==> src/rtl/fetch_unit_pkg.sv <==
// Shared widths, FSM encoding and small helpers for the instruction fetch unit.
package fetch_unit_pkg;

  localparam int ADDR_BUS_WIDTH = 32;
  localparam int INST_BUS_WIDTH = 32;
  localparam int GHR_WIDTH      = 10;

  // Fetch FSM: REQ issues a request, WAIT holds for the response,
  // OUT presents the instruction, DISCARD swallows a response made stale by a flush.
  typedef enum logic [1:0] {
    ST_REQ     = 2'd0,
    ST_WAIT    = 2'd1,
    ST_OUT     = 2'd2,
    ST_DISCARD = 2'd3
  } fetch_state_e;

  // Per-fetch metadata captured when the memory accepts a request.
  typedef struct packed {
    logic [ADDR_BUS_WIDTH-1:0] pc;
    logic                      taken;
    logic [GHR_WIDTH-1:0]      pht;
  } fetch_meta_t;

  // Sequential successor; wraps modulo 2^ADDR_BUS_WIDTH, low bits untouched.
  function automatic logic [ADDR_BUS_WIDTH-1:0] next_seq_pc(input logic [ADDR_BUS_WIDTH-1:0] pc);
    return pc + ADDR_BUS_WIDTH'(4);
  endfunction

endpackage

==> src/rtl/fetch_unit_if.sv <==
// Instruction-memory request/response bus between fetch_unit and memory.
//
// Handshake: a request is accepted in any cycle where rom_en && rom_ready are
// both high; rom_addr must be stable while rom_en is high. The fetch unit keeps
// at most one request outstanding. rom_rvalid pulses for one cycle with
// rom_rdata, no earlier than the cycle after acceptance; there is no response
// back-pressure, so the fetch unit must absorb every response it receives.
interface fetch_unit_if;
  import fetch_unit_pkg::*;

  logic                      rom_en;
  logic [ADDR_BUS_WIDTH-1:0] rom_addr;
  logic                      rom_ready;
  logic                      rom_rvalid;
  logic [INST_BUS_WIDTH-1:0] rom_rdata;

  modport master (
    output rom_en,
    output rom_addr,
    input  rom_ready,
    input  rom_rvalid,
    input  rom_rdata
  );

  modport slave (
    input  rom_en,
    input  rom_addr,
    output rom_ready,
    output rom_rvalid,
    output rom_rdata
  );
endinterface

==> src/rtl/fetch_unit_record.sv <==
// Fetch record: holds pc/taken/pht of the accepted request and the returned
// instruction word. Metadata and instruction load independently because they
// arrive in different cycles; clear wins over load.
module fetch_record
  import fetch_unit_pkg::*;
(
  input  logic                      clk,
  input  logic                      rst,
  input  logic                      i_clear,
  input  logic                      i_load_meta,
  input  fetch_meta_t               i_meta,
  input  logic                      i_load_inst,
  input  logic [INST_BUS_WIDTH-1:0] i_inst,
  output fetch_meta_t               o_meta,
  output logic [INST_BUS_WIDTH-1:0] o_inst
);

  fetch_meta_t               r_meta;
  logic [INST_BUS_WIDTH-1:0] r_inst;

  // Load, hold or clear the record fields.
  always_ff @(posedge clk) begin
    if (rst || i_clear) begin
      r_meta <= '0;
      r_inst <= '0;
    end else begin
      if (i_load_meta) r_meta <= i_meta;
      if (i_load_inst) r_inst <= i_inst;
    end
  end

  assign o_meta = r_meta;
  assign o_inst = r_inst;

endmodule

==> src/rtl/fetch_unit.sv <==
// Instruction fetch unit: one outstanding instruction-memory request, branch
// prediction applied at request acceptance, flush redirect with stale-response
// discard, and a stallable output slot toward the IF/ID register.
module fetch_unit
  import fetch_unit_pkg::*;
#(
  parameter logic [ADDR_BUS_WIDTH-1:0] RESET_PC = 32'hBFC0_0000
) (
  input  logic                      clk,
  input  logic                      rst,
  input  logic                      flush,
  input  logic [ADDR_BUS_WIDTH-1:0] flush_pc,
  input  logic                      stall,
  input  logic                      pred_taken,
  input  logic [ADDR_BUS_WIDTH-1:0] pred_target,
  input  logic [GHR_WIDTH-1:0]      pred_pht_index,
  fetch_unit_if.master              bus,
  output logic                      valid_out,
  output logic [ADDR_BUS_WIDTH-1:0] pc_out,
  output logic [INST_BUS_WIDTH-1:0] inst_out,
  output logic                      is_branch_taken_out,
  output logic [GHR_WIDTH-1:0]      pht_index_out,
  output fetch_state_e              dbg_state
);

  fetch_state_e              r_state;
  logic [ADDR_BUS_WIDTH-1:0] r_pc;
  logic                      r_valid_out;

  logic                      w_accept;
  logic                      w_load_meta;
  logic                      w_load_inst;
  logic                      w_clear;
  fetch_meta_t               w_meta_in;
  fetch_meta_t               w_meta;
  logic [INST_BUS_WIDTH-1:0] w_inst;

  assign w_accept = (r_state == ST_REQ) && bus.rom_ready;

  // Record is only written by fetches that survive; a flush or a consumed
  // output empties it.
  assign w_load_meta = w_accept && !flush;
  assign w_load_inst = (r_state == ST_WAIT) && bus.rom_rvalid && !flush;
  assign w_clear     = flush || ((r_state == ST_OUT) && !stall);

  assign w_meta_in.pc    = r_pc;
  assign w_meta_in.taken = pred_taken;
  assign w_meta_in.pht   = pred_pht_index;

  // Fetch FSM with pc and output-valid registers; flush outranks everything.
  always_ff @(posedge clk) begin
    if (rst) begin
      r_state     <= ST_REQ;
      r_pc        <= RESET_PC;
      r_valid_out <= 1'b0;
    end else if (flush) begin
      r_pc        <= flush_pc;
      r_valid_out <= 1'b0;
      case (r_state)
        ST_REQ:     r_state <= bus.rom_ready  ? ST_DISCARD : ST_REQ;
        ST_WAIT:    r_state <= bus.rom_rvalid ? ST_REQ     : ST_DISCARD;
        ST_OUT:     r_state <= ST_REQ;
        ST_DISCARD: r_state <= bus.rom_rvalid ? ST_REQ     : ST_DISCARD;
        default:    r_state <= ST_REQ;
      endcase
    end else begin
      case (r_state)
        ST_REQ: begin
          if (bus.rom_ready) begin
            r_pc    <= pred_taken ? pred_target : next_seq_pc(r_pc);
            r_state <= ST_WAIT;
          end
        end
        ST_WAIT: begin
          if (bus.rom_rvalid) begin
            r_state     <= ST_OUT;
            r_valid_out <= 1'b1;
          end
        end
        ST_OUT: begin
          if (!stall) begin
            r_state     <= ST_REQ;
            r_valid_out <= 1'b0;
          end
        end
        ST_DISCARD: begin
          if (bus.rom_rvalid) r_state <= ST_REQ;
        end
        default: r_state <= ST_REQ;
      endcase
    end
  end

  fetch_record u_record (
    .clk         (clk),
    .rst         (rst),
    .i_clear     (w_clear),
    .i_load_meta (w_load_meta),
    .i_meta      (w_meta_in),
    .i_load_inst (w_load_inst),
    .i_inst      (bus.rom_rdata),
    .o_meta      (w_meta),
    .o_inst      (w_inst)
  );

  assign bus.rom_en   = (r_state == ST_REQ);
  assign bus.rom_addr = r_pc;

  // Metadata is already loaded while waiting, so gate the outputs to zero
  // (nop) until the instruction is actually presented.
  assign valid_out           = r_valid_out;
  assign pc_out              = r_valid_out ? w_meta.pc    : '0;
  assign inst_out            = r_valid_out ? w_inst       : '0;
  assign is_branch_taken_out = r_valid_out ? w_meta.taken : 1'b0;
  assign pht_index_out       = r_valid_out ? w_meta.pht   : '0;
  assign dbg_state           = r_state;

endmodule

==> src/flat_wrapper.sv <==
// flat-port wrapper written by rule: the top's interface ports become plain ports
module fetch_unit_flat import fetch_unit_pkg::*;
#(
  parameter logic [ADDR_BUS_WIDTH-1:0] RESET_PC = 32'hBFC0_0000
)
  (clk, rst, flush, flush_pc, stall, pred_taken, pred_target, pred_pht_index, valid_out, pc_out, inst_out, is_branch_taken_out, pht_index_out, dbg_state, bus_rom_en, bus_rom_addr, bus_rom_ready, bus_rom_rvalid, bus_rom_rdata);
  fetch_unit_if bus_i ();
  input  logic clk;
  input  logic rst;
  input  logic flush;
  input  logic [ADDR_BUS_WIDTH-1:0] flush_pc;
  input  logic stall;
  input  logic pred_taken;
  input  logic [ADDR_BUS_WIDTH-1:0] pred_target;
  input  logic [GHR_WIDTH-1:0] pred_pht_index;
  output logic valid_out;
  output logic [ADDR_BUS_WIDTH-1:0] pc_out;
  output logic [INST_BUS_WIDTH-1:0] inst_out;
  output logic is_branch_taken_out;
  output logic [GHR_WIDTH-1:0] pht_index_out;
  output fetch_state_e dbg_state;
  output wire logic [$bits(bus_i.rom_en)-1:0] bus_rom_en;
  output wire logic [$bits(bus_i.rom_addr)-1:0] bus_rom_addr;
  input wire logic [$bits(bus_i.rom_ready)-1:0] bus_rom_ready;
  input wire logic [$bits(bus_i.rom_rvalid)-1:0] bus_rom_rvalid;
  input wire logic [$bits(bus_i.rom_rdata)-1:0] bus_rom_rdata;
  assign bus_rom_en = bus_i.rom_en;
  assign bus_rom_addr = bus_i.rom_addr;
  assign bus_i.rom_ready = bus_rom_ready;
  assign bus_i.rom_rvalid = bus_rom_rvalid;
  assign bus_i.rom_rdata = bus_rom_rdata;
  fetch_unit #(.RESET_PC(RESET_PC)) u_core (.clk(clk), .rst(rst), .flush(flush), .flush_pc(flush_pc), .stall(stall), .pred_taken(pred_taken), .pred_target(pred_target), .pred_pht_index(pred_pht_index), .bus(bus_i), .valid_out(valid_out), .pc_out(pc_out), .inst_out(inst_out), .is_branch_taken_out(is_branch_taken_out), .pht_index_out(pht_index_out), .dbg_state(dbg_state));
endmodule
==> config.mk <==
export PLATFORM = sky130hd
export DESIGN_NAME = fetch_unit_flat
export DESIGN_NICKNAME = d
export VERILOG_FILES = /design/src/rtl/fetch_unit_pkg.sv /design/src/rtl/fetch_unit_if.sv /design/src/rtl/fetch_unit_record.sv /design/src/rtl/fetch_unit.sv /design/src/flat_wrapper.sv
export SDC_FILE = /design/constraint.sdc
export NUM_CORES = 1
export LEC_CHECK = 0
export CORE_MARGIN = 1.5
export CORE_UTILIZATION = 30
export DETAILED_ROUTE_END_ITERATION = 7
export PLACE_DENSITY_LB_ADDON = 0.25
export RECOVER_POWER = 25
export SYNTH_ARGS = -nofsm -noshare
export SYNTH_HDL_FRONTEND = slang
export SYNTH_SLANG_ARGS = --single-unit
export TNS_END_PERCENT = 100
==> constraint.sdc <==
create_clock -name clk -period 2 [get_ports clk]
set_input_delay 0.6 -clock clk [delete_from_list [all_inputs] [get_ports clk]]
set_output_delay 0.6 -clock clk [all_outputs]
set_load 0.1 [all_outputs]
==> results.sh <==
export IMPL_setup_viol=0
export IMPL_wl_per_cell_um=16.31
export IMPL_seqCellArea_um2=2283
export IMPL_hold_class="register to register"
export IMPL_cts_buffers=9
export IMPL_grt_overflow_total=0
export IMPL_cp_data_arrival_time_ns=1.33
export IMPL_grt_total_usage=0.2043
export IMPL_fillers=1646
export IMPL_seq_area_frac_synth=0.3973
export IMPL_final_cells=1223
export IMPL_timing_fmax_mhz=517.4
export IMPL_core_area_um2=18020
export IMPL_synth_edf_count=0
export IMPL_cts_tree="done"
export IMPL_insertion_delay_ns=0.36
export IMPL_post_route_min_period_ns=1.933
export IMPL_vias_per_cell=5.001
export IMPL_async_flop_share=0
export IMPL_netlist_area_leader_share=0.3973
export IMPL_clk_pin_slew_ns=0.08
export IMPL_grt_busiest_layer="met2"
export IMPL_hold_viol_final=0
export IMPL_grt_use_met1=0.2696
export IMPL_drc=0
export IMPL_wirelength_mm=19.95
export IMPL_leakagePower_nw=3.727
export IMPL_finalInstanceArea_um2=9839
export IMPL_drive_gt1_frac=0.3011
export IMPL_avgSynthCellArea_um2=7.284
export IMPL_start_util=0.3075
export IMPL_clk_path_buf_depth=2
export IMPL_gp_congestion=0.8602
export IMPL_nets=1102
export IMPL_status="completed"
export IMPL_maxCapViolCount=0
export IMPL_htree_levels=3
export IMPL_layout_commonest_cell="nand2_1"
export IMPL_drt_iter0_drc=313
export IMPL_drv_slew=0
export IMPL_multiInputGateArea_um2=3207
export IMPL_end_kind="output pin"
export IMPL_ys_flop_type="dfxtp_1"
export IMPL_place_inst=1205
export IMPL_routed_via_count=6116
export IMPL_syn_num_nets=875
export IMPL_synth_top_area_cell="dfxtp_1"
export IMPL_worstHoldStart="u_core.u_record.o_inst[19]"
export IMPL_cp_start_kind="register"
export IMPL_io_buffers=223
export IMPL_tightest_slew_ns=0.5743
export IMPL_ys_ff_latch=110
export IMPL_grt_antenna_before_repair=1
export IMPL_place_area_um2=9733
export IMPL_fin_crit_sh=0.9663
export IMPL_grt_pass1_wl_mm=31.40
export IMPL_r2r_start="u_core.bus.rom_addr[10]"
export IMPL_dpl_hpwl_mm=14.90
export IMPL_ir_drop_v=0.0003509
export IMPL_slew_headroom=0.6188
export IMPL_grt_max_degree=37
export IMPL_die_y_um=138.9
export IMPL_yosys_top_cells_area="dfxtp_1 (40%), nand2_1 (13%), a21oi_1 (10%), and2_1 (8.6%), clkbuf_1 (3.1%)"
export IMPL_cts_sinks=110
export IMPL_crit_fanout=36
export IMPL_cellPowerDensity_nw_per_um2=619.0
export IMPL_antenna_left=0
export IMPL_syn2layout_area_growth_pct=77.52
export IMPL_netlist_area_um2=5543
export IMPL_gr_usage_met3=0.03073
export IMPL_synthDistinctLibCells=54
export IMPL_critPathKind="register to output pin"
export IMPL_cts_root_buf="clkbuf_16"
export IMPL_worst_ep_required_time_ns=1.40
export IMPL_drt_pass1_iter_count=5
export IMPL_dieWidth_um=138.9
export IMPL_rsz0062_at_grt="false"
export IMPL_netlist_instances=761
export IMPL_layout_common_cells="nand2_1 (185), a21oi_1 (112), clkdlybuf4s50_1 (108)"
export IMPL_placementRows=49
export IMPL_num_io_pins=224
export IMPL_yosys_warnings=0
export IMPL_grt_pass1_vias=5772
export IMPL_die_area_um2=19300
export IMPL_crit_start="u_core.valid_out"
export IMPL_final_setup_skew_ns=0.007538
export IMPL_use_met2=0.3299
-- cells in the mapped netlist (2+ instances only) --
cell type / instances
xnor2_1: 9
nor4_1: 4
clkbuf_1: 46
buf_1: 4
and4b_1: 2
or4_1: 3
a31oi_1: 3
a21boi_0: 2
mux2i_1: 6
dfxtp_1: 110
buf_2: 14
a211o_1: 4
nor2_1: 27
a211oi_1: 10
a311o_1: 2
nand4_1: 6
o21ai_0: 24
and2_1: 76
and3_1: 13
nand3_1: 26
inv_1: 7
buf_4: 4
a221oi_1: 3
a21o_1: 2
o211ai_1: 2
o31ai_1: 3
and4_1: 6
xor2_1: 2
nor3_1: 14
o22ai_1: 6
a21oi_1: 112
nand2_1: 186
or3_1: 2
-- stage by stage --
stage	setup TNS, ns	utilization	total power, mW	hold slack (ns)	setup WS, ns
CTS	0	0.5587	6.232	0.4531	0.04420
finish	0	0.5459	6.090	0.4491	0.06734
detailed placement	-24.54	0.5400	4.308	0.4424	-0.4075
global placement	-22.38	0.5400	4.297	0.4366	-0.3640
global route	0	0.5459	6.338	0.4686	0.008826
floorplan	-0.2095	-	3.435	0.4316	-0.1539
-- cells by family after synthesis --
family	after synthesis	synth area share
xor+xnor	11	0.01738
fa+ha+maj	1	0.002257
buf+inv	75	0.05666
compound gates	184	0.1914
flops	110	0.3973
simple gates	374	0.3242
mux	6	0.01084
-- state kept, by name (all words and copies together) (netlist names) --
name	flops
u_core.bus.rom_addr	32
u_core.u_record.o_inst	32
u_core.u_record.o_meta	43
u_core.dbg_state	2
u_core.valid_out	1
-- metal layers --
metal | wire length, um | vias up
met5 | 0 | -
met1 | 8870 | 2835
li1 | - | 3044
met4 | 578 | 0
met2 | 9502 | 206
met3 | 1002 | 31
-- report_power, final --
part | switching, mW | internal [mW] | total (mW)
combinational | 1.05 | 0.702 | 1.75
clock | 0.877 | 1.04 | 1.92
sequential | 0.138 | 2.28 | 2.42
total | 2.07 | 4.02 | 6.09
-- what timing repair did --
item,in CTS,in global routing
buffers inserted,1,0
hold buffers,0,0
hold endpoints to repair,0,0
gates resized for setup,3,1
setup endpoints to repair,90,4
-- worst paths after layout --
check                               end  slack [ns]  cells past startpoint
max                    pht_index_out[8]        0.07                      3
min          u_core.u_record.o_inst[19]        0.45                      2
max reg2reg     u_core.bus.rom_addr[30]        0.17                      6
min reg2reg  u_core.u_record.o_inst[19]        0.45                      2
-- cell type report --
| class | instances | area share |
|---|---|---|
| clock inverter | 4 | 0.003561 |
| timing repair buffer | 284 | 0.3770 |
| sequential | 110 | 0.2321 |
| antenna | 1 | 0.0002543 |
| multi-input combinational | 576 | 0.3259 |
| tap | 229 | 0.02912 |
| inverter | 7 | 0.002670 |
| clock buffer | 12 | 0.02937 |
-- worst max-delay path, cell delays in order, from the launching register on --
cell and delay [ns]:
dfxtp_4 0.40, buf_12 0.19, and2_2 0.20, buf_12 0.17
Note: power is estimated with default switching activity, not from simulation.
